### config.mk
export PLATFORM = sky130hd
export DESIGN_NAME = regfile_wb_arbiter
export DESIGN_NICKNAME = d
export VERILOG_FILES = /design/src/rtl/regfile_wb_arbiter.sv
export SDC_FILE = /design/constraint.sdc
export NUM_CORES = 1
export LEC_CHECK = 0
export ABC_AREA = 1
export CAP_MARGIN = 20
export CELL_PAD_IN_SITES_DETAIL_PLACEMENT = 0
export CELL_PAD_IN_SITES_GLOBAL_PLACEMENT = 1
export CORE_MARGIN = 3
export CORE_UTILIZATION = 32
export CTS_BUF_LIST = sky130_fd_sc_hd__clkbuf_4
export CTS_CLUSTER_DIAMETER = 80
export DETAILED_ROUTE_END_ITERATION = 8
export PLACE_DENSITY = 0.78
export SETUP_SLACK_MARGIN = 0.1
export SYNTH_ARGS = -nofsm -noshare
export SYNTH_HDL_FRONTEND = slang
export SYNTH_SLANG_ARGS = --single-unit
### constraint.sdc
create_clock -name clk -period 10.85 [get_ports clk]
set_clock_uncertainty 0.15 [all_clocks]
set_input_delay 2.7125 -clock clk [delete_from_list [all_inputs] [get_ports clk]]
set_output_delay 2.7125 -clock clk [all_outputs]
set_load 0.05 [all_outputs]
### src/rtl/regfile_wb_arbiter.sv
// Write-port arbiter merging ALU and load/store writeback into the regfile.
// Define WB_ARB_RR_EN for round-robin on different-address contention.
module regfile_wb_arbiter #(
  parameter int DATA_W = 32,
  parameter int ADDR_W = 5
) (
  input  logic              clk,
  input  logic              rst,
  input  logic              req0_valid,
  output logic              req0_ready,
  input  logic [ADDR_W-1:0] req0_addr,
  input  logic [DATA_W-1:0] req0_data,
  input  logic              req1_valid,
  output logic              req1_ready,
  input  logic [ADDR_W-1:0] req1_addr,
  input  logic [DATA_W-1:0] req1_data,
  output logic              we,
  output logic [ADDR_W-1:0] waddr,
  output logic [DATA_W-1:0] wdata,
  output logic              busy
);

  logic              r_full0;
  logic              r_full1;
  logic [ADDR_W-1:0] r_addr0;
  logic [ADDR_W-1:0] r_addr1;
  logic [DATA_W-1:0] r_data0;
  logic [DATA_W-1:0] r_data1;
  logic              r_older1;

  logic w_same;
  logic w_both;
  logic w_pick1;
  logic w_grant0;
  logic w_grant1;
  logic w_acc0;
  logic w_acc1;
  logic w_keep0;
  logic w_keep1;
  logic w_stay0;
  logic w_stay1;

  assign w_both = r_full0 && r_full1;
  assign w_same = (r_addr0 == r_addr1);

`ifdef WB_ARB_RR_EN
  logic r_rr1;

  assign w_pick1 = w_same ? r_older1 : r_rr1;

  // Pointer only moves on a true contention, so lone writers never skew it.
  always_ff @(posedge clk or posedge rst) begin
    if (rst) begin
      r_rr1 <= 1'b0;
    end else if (w_both && !w_same) begin
      r_rr1 <= w_grant0;
    end
  end
`else
  assign w_pick1 = w_same && r_older1;
`endif

  assign w_grant0 = r_full0 && (!r_full1 || !w_pick1);
  assign w_grant1 = r_full1 && !w_grant0;

  assign req0_ready = !rst && (!r_full0 || w_grant0);
  assign req1_ready = !rst && (!r_full1 || w_grant1);

  assign w_acc0  = req0_valid && req0_ready;
  assign w_acc1  = req1_valid && req1_ready;
  assign w_keep0 = w_acc0 && (req0_addr != '0);
  assign w_keep1 = w_acc1 && (req1_addr != '0);
  assign w_stay0 = r_full0 && !w_grant0;
  assign w_stay1 = r_full1 && !w_grant1;

  assign busy = r_full0 || r_full1;

  always_ff @(posedge clk or posedge rst) begin
    if (rst) begin
      r_full0 <= 1'b0;
      r_addr0 <= '0;
      r_data0 <= '0;
    end else begin
      r_full0 <= w_keep0 || w_stay0;
      if (w_keep0) begin
        r_addr0 <= req0_addr;
        r_data0 <= req0_data;
      end
    end
  end

  always_ff @(posedge clk or posedge rst) begin
    if (rst) begin
      r_full1 <= 1'b0;
      r_addr1 <= '0;
      r_data1 <= '0;
    end else begin
      r_full1 <= w_keep1 || w_stay1;
      if (w_keep1) begin
        r_addr1 <= req1_addr;
        r_data1 <= req1_data;
      end
    end
  end

  // r_older1 set means entry 1 predates entry 0; a same-edge pair ranks req0 older.
  always_ff @(posedge clk or posedge rst) begin
    if (rst) begin
      r_older1 <= 1'b0;
    end else if (w_keep0 && w_keep1) begin
      r_older1 <= 1'b0;
    end else if (w_keep0) begin
      r_older1 <= w_stay1;
    end else if (w_keep1) begin
      r_older1 <= 1'b0;
    end
  end

  always_ff @(posedge clk or posedge rst) begin
    if (rst) begin
      we    <= 1'b0;
      waddr <= '0;
      wdata <= '0;
    end else begin
      we <= w_grant0 || w_grant1;
      if (w_grant0) begin
        waddr <= r_addr0;
        wdata <= r_data0;
      end else if (w_grant1) begin
        waddr <= r_addr1;
        wdata <= r_data1;
      end
    end
  end

endmodule

==> results.sh, run 1 <==
export IMPL_status="finished clean"
export IMPL_design_die_area_um2=17400
export IMPL_worst_slew_pin_transition_ps=880
export IMPL_critical_path_cell_chain="clkdlybuf4s50_1 > inv_6 > nand2_1 > inv_1 > clkdlybuf4s50_1"
export IMPL_synth_net_count=674
export IMPL_critPathKind="input port to output pin"
export IMPL_post_dp_hpwl_mm=8.86
export IMPL_tritoncts_num_buffers=17
export IMPL_layout_setup_ws_ps=3150
export IMPL_initial_core_util_pct=33.0
export IMPL_timing_critical_path_fanout_max=94
export IMPL_cap_viol_max_count=0
export IMPL_drcViolationCount=0
export IMPL_grt_pass1_wl_mm=22.9
export IMPL_cell_internal_pwr_mw=0.716
export IMPL_stdcell_count=919
export IMPL_yosysTopAreaCellShare_pct=56.7
export IMPL_fill_cells=1562
export IMPL_die_y_um=132
export IMPL_worst_endpoint_required_ps=7990
export IMPL_rows=45
export IMPL_clkLatencyLatePin_ps=510
export IMPL_core_um2=15400
export IMPL_synth_edff_count=0
export IMPL_htreeDepth=4
export IMPL_ir_worst_vdd_mv=0.0947
export IMPL_chipWidth_um=132
export IMPL_syn_inst=596
export IMPL_rsz_0062_raised_after_global_routing="no"
export IMPL_critical_path_max_stage_delay_ps=800
export IMPL_cts_sink_count=115
export IMPL_clkTransAtPathRegs_ps=80
export IMPL_cts_tree="yes"
export IMPL_synth_yosys_seq_area_share_pct=56.7
export IMPL_largest_net_degree_at_the_start_of_global_routing=95
export IMPL_dr_pass1_iters=5
export IMPL_crit_arrival_ps=4840
export IMPL_hold_path_startpoint="r_data1[25]"
export IMPL_vias_in_the_first_global_route=4568
export IMPL_synth_top_cells_by_area="sky130_fd_sc_hd__dfrtp_1 (57%), sky130_fd_sc_hd__nand3_1 (14%), sky130_fd_sc_hd__nand2_1 (10%)"
export IMPL_switchingPower_mw=0.407
export IMPL_deepest_clock_path_buffer_count=2
export IMPL_min_period_ps=7700
export IMPL_path_common_cell="sky130_fd_sc_hd__clkdlybuf4s50_1"
export IMPL_timing_slew_headroom_pct=41.2
export IMPL_syn_to_final_growth_pct=30.1
export IMPL_syn_cell_area_um2=5070
export IMPL_p_seq_share_pct=48.3
export IMPL_average_cell_area_after_synthesis_um2=8.51
export IMPL_hold_path_class="flop to flop"
export IMPL_place_detailed_instances=887
export IMPL_layout_drive_gt1_share_pct=6.07
export IMPL_num_nets_final=773
export IMPL_detailedRoute_firstIterationViolations=284
export IMPL_startpoint="rst"
export IMPL_post_cts_hold_buffer_count=0
export IMPL_worstSetupStartpointType="input port"
export IMPL_cts_setup_buffers=0
export IMPL_antenna_cells_inserted=0
export IMPL_setup_total_negative_slack_ps=0
export IMPL_drtAntennaViolNets=0
export IMPL_p_sw_share_pct=36.3
export IMPL_pwr_share_comb_pct=29.8
export IMPL_final_max_slew_violation_count=0
export IMPL_p_leak_nw=3.19
export IMPL_synth_seq_cells=115
export IMPL_routabilityCongestion=0.756
export IMPL_pwr_share_clk_pct=21.9
export IMPL_post_synth_top_count_cell="sky130_fd_sc_hd__nand3_1"
export IMPL_routed_wirelength_mm=14.2
export IMPL_setup_violations_final=0
export IMPL_io_pin_count=119
export IMPL_gr_total_overflow=0
export IMPL_post_synth_num_cell_types=17
export IMPL_synthesis_warnings=0
export IMPL_cts_root_buffer_cell="sky130_fd_sc_hd__clkbuf_4"
export IMPL_routed_via_count=4514
export IMPL_wl_per_cell_um=15.4
export IMPL_place_port_buffers=118
export IMPL_finalHoldViolCount=0
export IMPL_dominantRegCellSynth="sky130_fd_sc_hd__dfrtp_1"
export IMPL_power_per_standard_cell_area_nw_per_um2=170
export IMPL_synth_common_cells="sky130_fd_sc_hd__nand3_1 (142), sky130_fd_sc_hd__nand2_1 (140), sky130_fd_sc_hd__dfrtp_1 (115), sky130_fd_sc_hd__inv_1 (55), sky130_fd_sc_hd__o21ai_0 (39)"
export IMPL_worst_setup_path_end_kind="output pin"
export IMPL_grt_usage_pct=16.4
export IMPL_post_route_period_util_pct=71.0
export IMPL_yosys_area_top_type="sky130_fd_sc_hd__dfrtp_1"
export IMPL_max_freq_mhz=130
export IMPL_worst_path_max_delay_cell="sky130_fd_sc_hd__clkdlybuf4s50_1"
export IMPL_postSynth_asyncResetShare_pct=100
export IMPL_via_count_normalized_by_instance_count=4.91
export IMPL_cts_resized=0
export IMPL_antenna_found_initial=0
export IMPL_placement_setup_worst_slack_ps=3120
export IMPL_rr_startpoint="r_addr0[0]"
[per-layer routing]
metal	up-vias	part of all wire, %	global-route usage (%)
met4	0	0.88	4.61
met3	13	5.2	4.77
met5	-	0	0
met2	119	48	26.9
met1	2198	46	21.2
li1	2184	-	-
[state kept, by name, indices dropped and copies added (netlist names)]
signal / cells
r_data1: 32
we: 1
r_data0: 32
r_older1: 1
r_addr0: 5
wdata: 32
r_addr1: 5
r_full0: 1
r_full1: 1
waddr: 5
[worst max-delay path: cells and delay by family]
kind | cells | cell delay (ps)
buf+inv | 4 | 1950
simple gates | 1 | 110
[final cells by class]
cell class / instances / area, um^2 / area share (%)
multi-input combinational: 378 / 1790 / 27.1
tap: 211 / 264 / 4.00
sequential: 115 / 2880 / 43.6
timing repair buffer: 127 / 1250 / 18.9
inverter: 56 / 215 / 3.26
clock buffer: 22 / 165 / 2.50
clock inverter: 10 / 42.5 / 0.644
[power groups by stage]
| stage | clock, mW | sequential, mW | combinational (mW) |
|---|---|---|---|
| 3_5_place_dp | 0 | 0.550 | 0.338 |
| 2_1_floorplan | 0 | 0.644 | 0.112 |
| 6_report | 0.246 | 0.542 | 0.334 |
| 4_1_cts | 0.257 | 0.543 | 0.338 |
| 3_3_place_gp | 0 | 0.548 | 0.334 |
| 5_1_grt | 0.276 | 0.551 | 0.362 |
[per-stage QoR]
stage | hold slack [ps] | power, mW | instance area (um^2) | util (%)
2_1_floorplan | 293 | 0.756 | 5070 | -
3_3_place_gp | 306 | 0.882 | 6390 | 41.6
3_5_place_dp | 310 | 0.888 | 6390 | 41.6
4_1_cts | 335 | 1.14 | 6600 | 43.0
5_1_grt | 349 | 1.19 | 6600 | 43.0
6_report | 334 | 1.12 | 6600 | 43.0
[path summary, 6_finish.rpt]
path | end | slack, ps | cells after the start
worst max register to register | r_data1[3] | 8070 | 10
min in group asynchronous | wdata[27] | 2610 | 2
max in group asynchronous | r_data0[25] | 6710 | 3
worst min-delay path | r_data1[25] | 330 | 2
worst min register to register | r_data1[25] | 330 | 2
worst max-delay path | req1_ready | 3150 | 5
[layout by cell type (no fill, tap or decap)]
master,instances
sky130_fd_sc_hd__clkinv_2,4
sky130_fd_sc_hd__clkinv_1,6
sky130_fd_sc_hd__o21ai_0,39
sky130_fd_sc_hd__nand4_1,38
sky130_fd_sc_hd__clkdlybuf4s50_1,118
sky130_fd_sc_hd__nand2_2,1
sky130_fd_sc_hd__a21oi_1,1
sky130_fd_sc_hd__clkbuf_4,22
sky130_fd_sc_hd__buf_4,9
sky130_fd_sc_hd__inv_2,1
sky130_fd_sc_hd__nor2_1,10
sky130_fd_sc_hd__nand2_1,139
sky130_fd_sc_hd__dfrtp_2,1
sky130_fd_sc_hd__inv_1,54
sky130_fd_sc_hd__o211ai_1,5
sky130_fd_sc_hd__nand3_1,140
sky130_fd_sc_hd__inv_6,1
sky130_fd_sc_hd__nand3_2,4
sky130_fd_sc_hd__dfrtp_1,114
sky130_fd_sc_hd__a31oi_1,1
[logic make-up (layout without fill, tap and decap cells)]
logic type      count (synthesis)  after routing  synth area share [%]
flops                         115            115                  56.7
buf+inv                       103            215                  8.29
simple gates                  332            332                  30.2
compound gates                 46             46                  4.81
Power figures use the tool's default switching activity.
==> run 2, diff against run 1 <==
--- a/config.mk
+++ b/config.mk
@@ -14,7 +14,7 @@
 export CTS_BUF_LIST = sky130_fd_sc_hd__clkbuf_4
 export CTS_CLUSTER_DIAMETER = 80
 export DETAILED_ROUTE_END_ITERATION = 8
-export PLACE_DENSITY = 0.78
+export PLACE_DENSITY = 0.81
 export SETUP_SLACK_MARGIN = 0.1
 export SYNTH_ARGS = -nofsm -noshare
 export SYNTH_HDL_FRONTEND = slang
==> constraint.sdc (replaced) <==
create_clock -name clk -period 6.4 [get_ports clk]
set_clock_uncertainty 0.15 [all_clocks]
set_input_delay 1.6 -clock clk [delete_from_list [all_inputs] [get_ports clk]]
set_output_delay 1.6 -clock clk [all_outputs]
set_load 0.05 [all_outputs]
==> run 2 against run 1 <==
Worst hold slack got worse by 3.6 ps; critical path depth did not move; die area did not move; total power grew 81%; worst setup slack worse by 1700 ps; combinational power rose by 71%; core utilization rose by 0.52 points; non-clock buffer count is 1 lower; sequential power rose by 70%; count of clock-buffer cells in the layout is 3 lower; clock power increased by 120%; largest power group unchanged.
==> results.sh, run 2 (same netlist as run 1, synthesis figures left out) <==
export IMPL_num_nets_final=772
export IMPL_multi_input_area_um2=1790
export IMPL_p_leak_nw=3.22
export IMPL_rr_startpoint="r_full1"
export IMPL_crit_arrival_ps=3200
export IMPL_grt_usage_pct=17.1
export IMPL_clkLatencyLatePin_ps=530
export IMPL_final_max_slew_violation_count=0
export IMPL_routed_wirelength_mm=14.4
export IMPL_tritoncts_num_buffers=17
export IMPL_design_die_area_um2=17400
export IMPL_setup_total_negative_slack_ps=0
export IMPL_mostFrequentLayoutCells="sky130_fd_sc_hd__nand3_1 (140), sky130_fd_sc_hd__nand2_1 (139), sky130_fd_sc_hd__clkdlybuf4s50_1 (118), sky130_fd_sc_hd__dfrtp_1 (115), sky130_fd_sc_hd__inv_1 (54)"
export IMPL_timing_slew_headroom_pct=36.3
export IMPL_cts_setup_buffers=0
export IMPL_initial_core_util_pct=33.0
export IMPL_max_freq_mhz=202
export IMPL_final_common_cell="sky130_fd_sc_hd__nand3_1"
export IMPL_gr_total_overflow=0
export IMPL_min_period_ps=4950
export IMPL_post_cts_hold_buffer_count=0
export IMPL_rows=45
export IMPL_die_y_um=132
export IMPL_deepest_clock_path_buffer_count=2
export IMPL_via_count_normalized_by_instance_count=4.89
export IMPL_routabilityCongestion=0.841
export IMPL_antenna_cells_inserted=0
export IMPL_timing_critical_path_fanout_max=2
export IMPL_startpoint="rst"
export IMPL_total_power_mw=2.04
export IMPL_cap_viol_max_count=0
export IMPL_io_pin_count=119
export IMPL_hold_path_class="flop to flop"
export IMPL_finalHoldViolCount=0
export IMPL_htreeDepth=4
export IMPL_power_per_standard_cell_area_nw_per_um2=305
export IMPL_worst_endpoint_required_ps=4650
export IMPL_wl_per_cell_um=15.7
export IMPL_post_dp_hpwl_mm=8.96
export IMPL_critPathKind="input port to output pin"
export IMPL_ir_worst_vdd_mv=0.184
export IMPL_post_route_period_util_pct=77.3
export IMPL_sequential_cell_area_um2=2880
export IMPL_place_port_buffers=118
export IMPL_worst_slew_pin_transition_ps=955
export IMPL_detailedRoute_firstIterationViolations=289
export IMPL_fill_cells=1512
export IMPL_status="finished clean"
export IMPL_cts_root_buffer_cell="sky130_fd_sc_hd__clkbuf_4"
export IMPL_worst_setup_path_end_kind="output pin"
export IMPL_cts_sink_count=115
export IMPL_cts_resized=0
export IMPL_clkTransAtPathRegs_ps=100
export IMPL_drtAntennaViolNets=0
export IMPL_cts_tree="yes"
export IMPL_core_um2=15400
export IMPL_largest_net_degree_at_the_start_of_global_routing=155
export IMPL_antenna_found_initial=0
export IMPL_drcViolationCount=0
export IMPL_worstSetupStartpointType="input port"
export IMPL_vias_in_the_first_global_route=4720
export IMPL_grt_pass1_wl_mm=23.7
export IMPL_routed_via_count=4489
export IMPL_setup_violations_final=0
export IMPL_top_regs="r_data0 (32), r_data1 (32), wdata (32)"
export IMPL_syn_to_final_growth_pct=31.7
export IMPL_chipWidth_um=132
export IMPL_hold_path_startpoint="r_data1[19]"
export IMPL_rsz_0062_raised_after_global_routing="no"
export IMPL_dr_pass1_iters=4
export IMPL_layout_drive_gt1_share_pct=6.22
-- run 2: worst max-delay path, stage by stage --
cell and delay [ps]:
sky130_fd_sc_hd__clkdlybuf4s50_1 500, sky130_fd_sc_hd__inv_6 100, sky130_fd_sc_hd__nand2_1 50, sky130_fd_sc_hd__inv_1 80
sky130_fd_sc_hd__clkdlybuf4s50_1 850
-- run 2: cell type report --
class | count | area share, %
Tap cell | 211 | 3.95
Clock buffer | 19 | 2.13
Timing Repair Buffer | 126 | 18.8
Clock inverter | 13 | 2.12
Inverter | 56 | 3.22
Sequential cell | 115 | 43.1
Multi-Input combinational cell | 378 | 26.8
-- run 2: path summary, 6_finish.rpt --
check	endpoint	slack, ps	depth (start not counted)
setup / recovery	req1_ready	1450	5
hold / removal	r_data1[19]	330	2
setup reg to reg	r_data1[1]	3340	5
hold reg to reg	r_data1[19]	330	2
max in group asynchronous	r_data0[28]	3910	3
min in group asynchronous	waddr[4]	1520	3
-- run 2: stage by stage --
stage                     instance area (um^2)  instances  utilization, %  hold WS, ps  setup slack (ps)
after global placement                    6400        886            41.6          305              1430
final                                     6680        918            43.5          330              1450
after CTS                                 6680        918            43.5          336              1370
after detailed placement                  6400        886            41.6          311              1430
after floorplan                           5070        596               -          293               761
after global routing                      6680        918            43.5          359              1160
-- run 2: metal layers --
metal  track usage [%]  part of all wire [%]  vias up
met5                 0                     0        -
met4              4.38                  0.59        0
met3              5.15                   5.1        9
met2              28.4                    49      133
met1              21.9                    46     2168
li1                  -                     -     2179
-- run 2: report_power, final --
part           switching (mW)  internal [mW]  leakage (nW)
logic                   0.366          0.205          1.63
registers              0.0755          0.844          1.44
clock network           0.273          0.272         0.154
total                   0.715           1.32          3.22
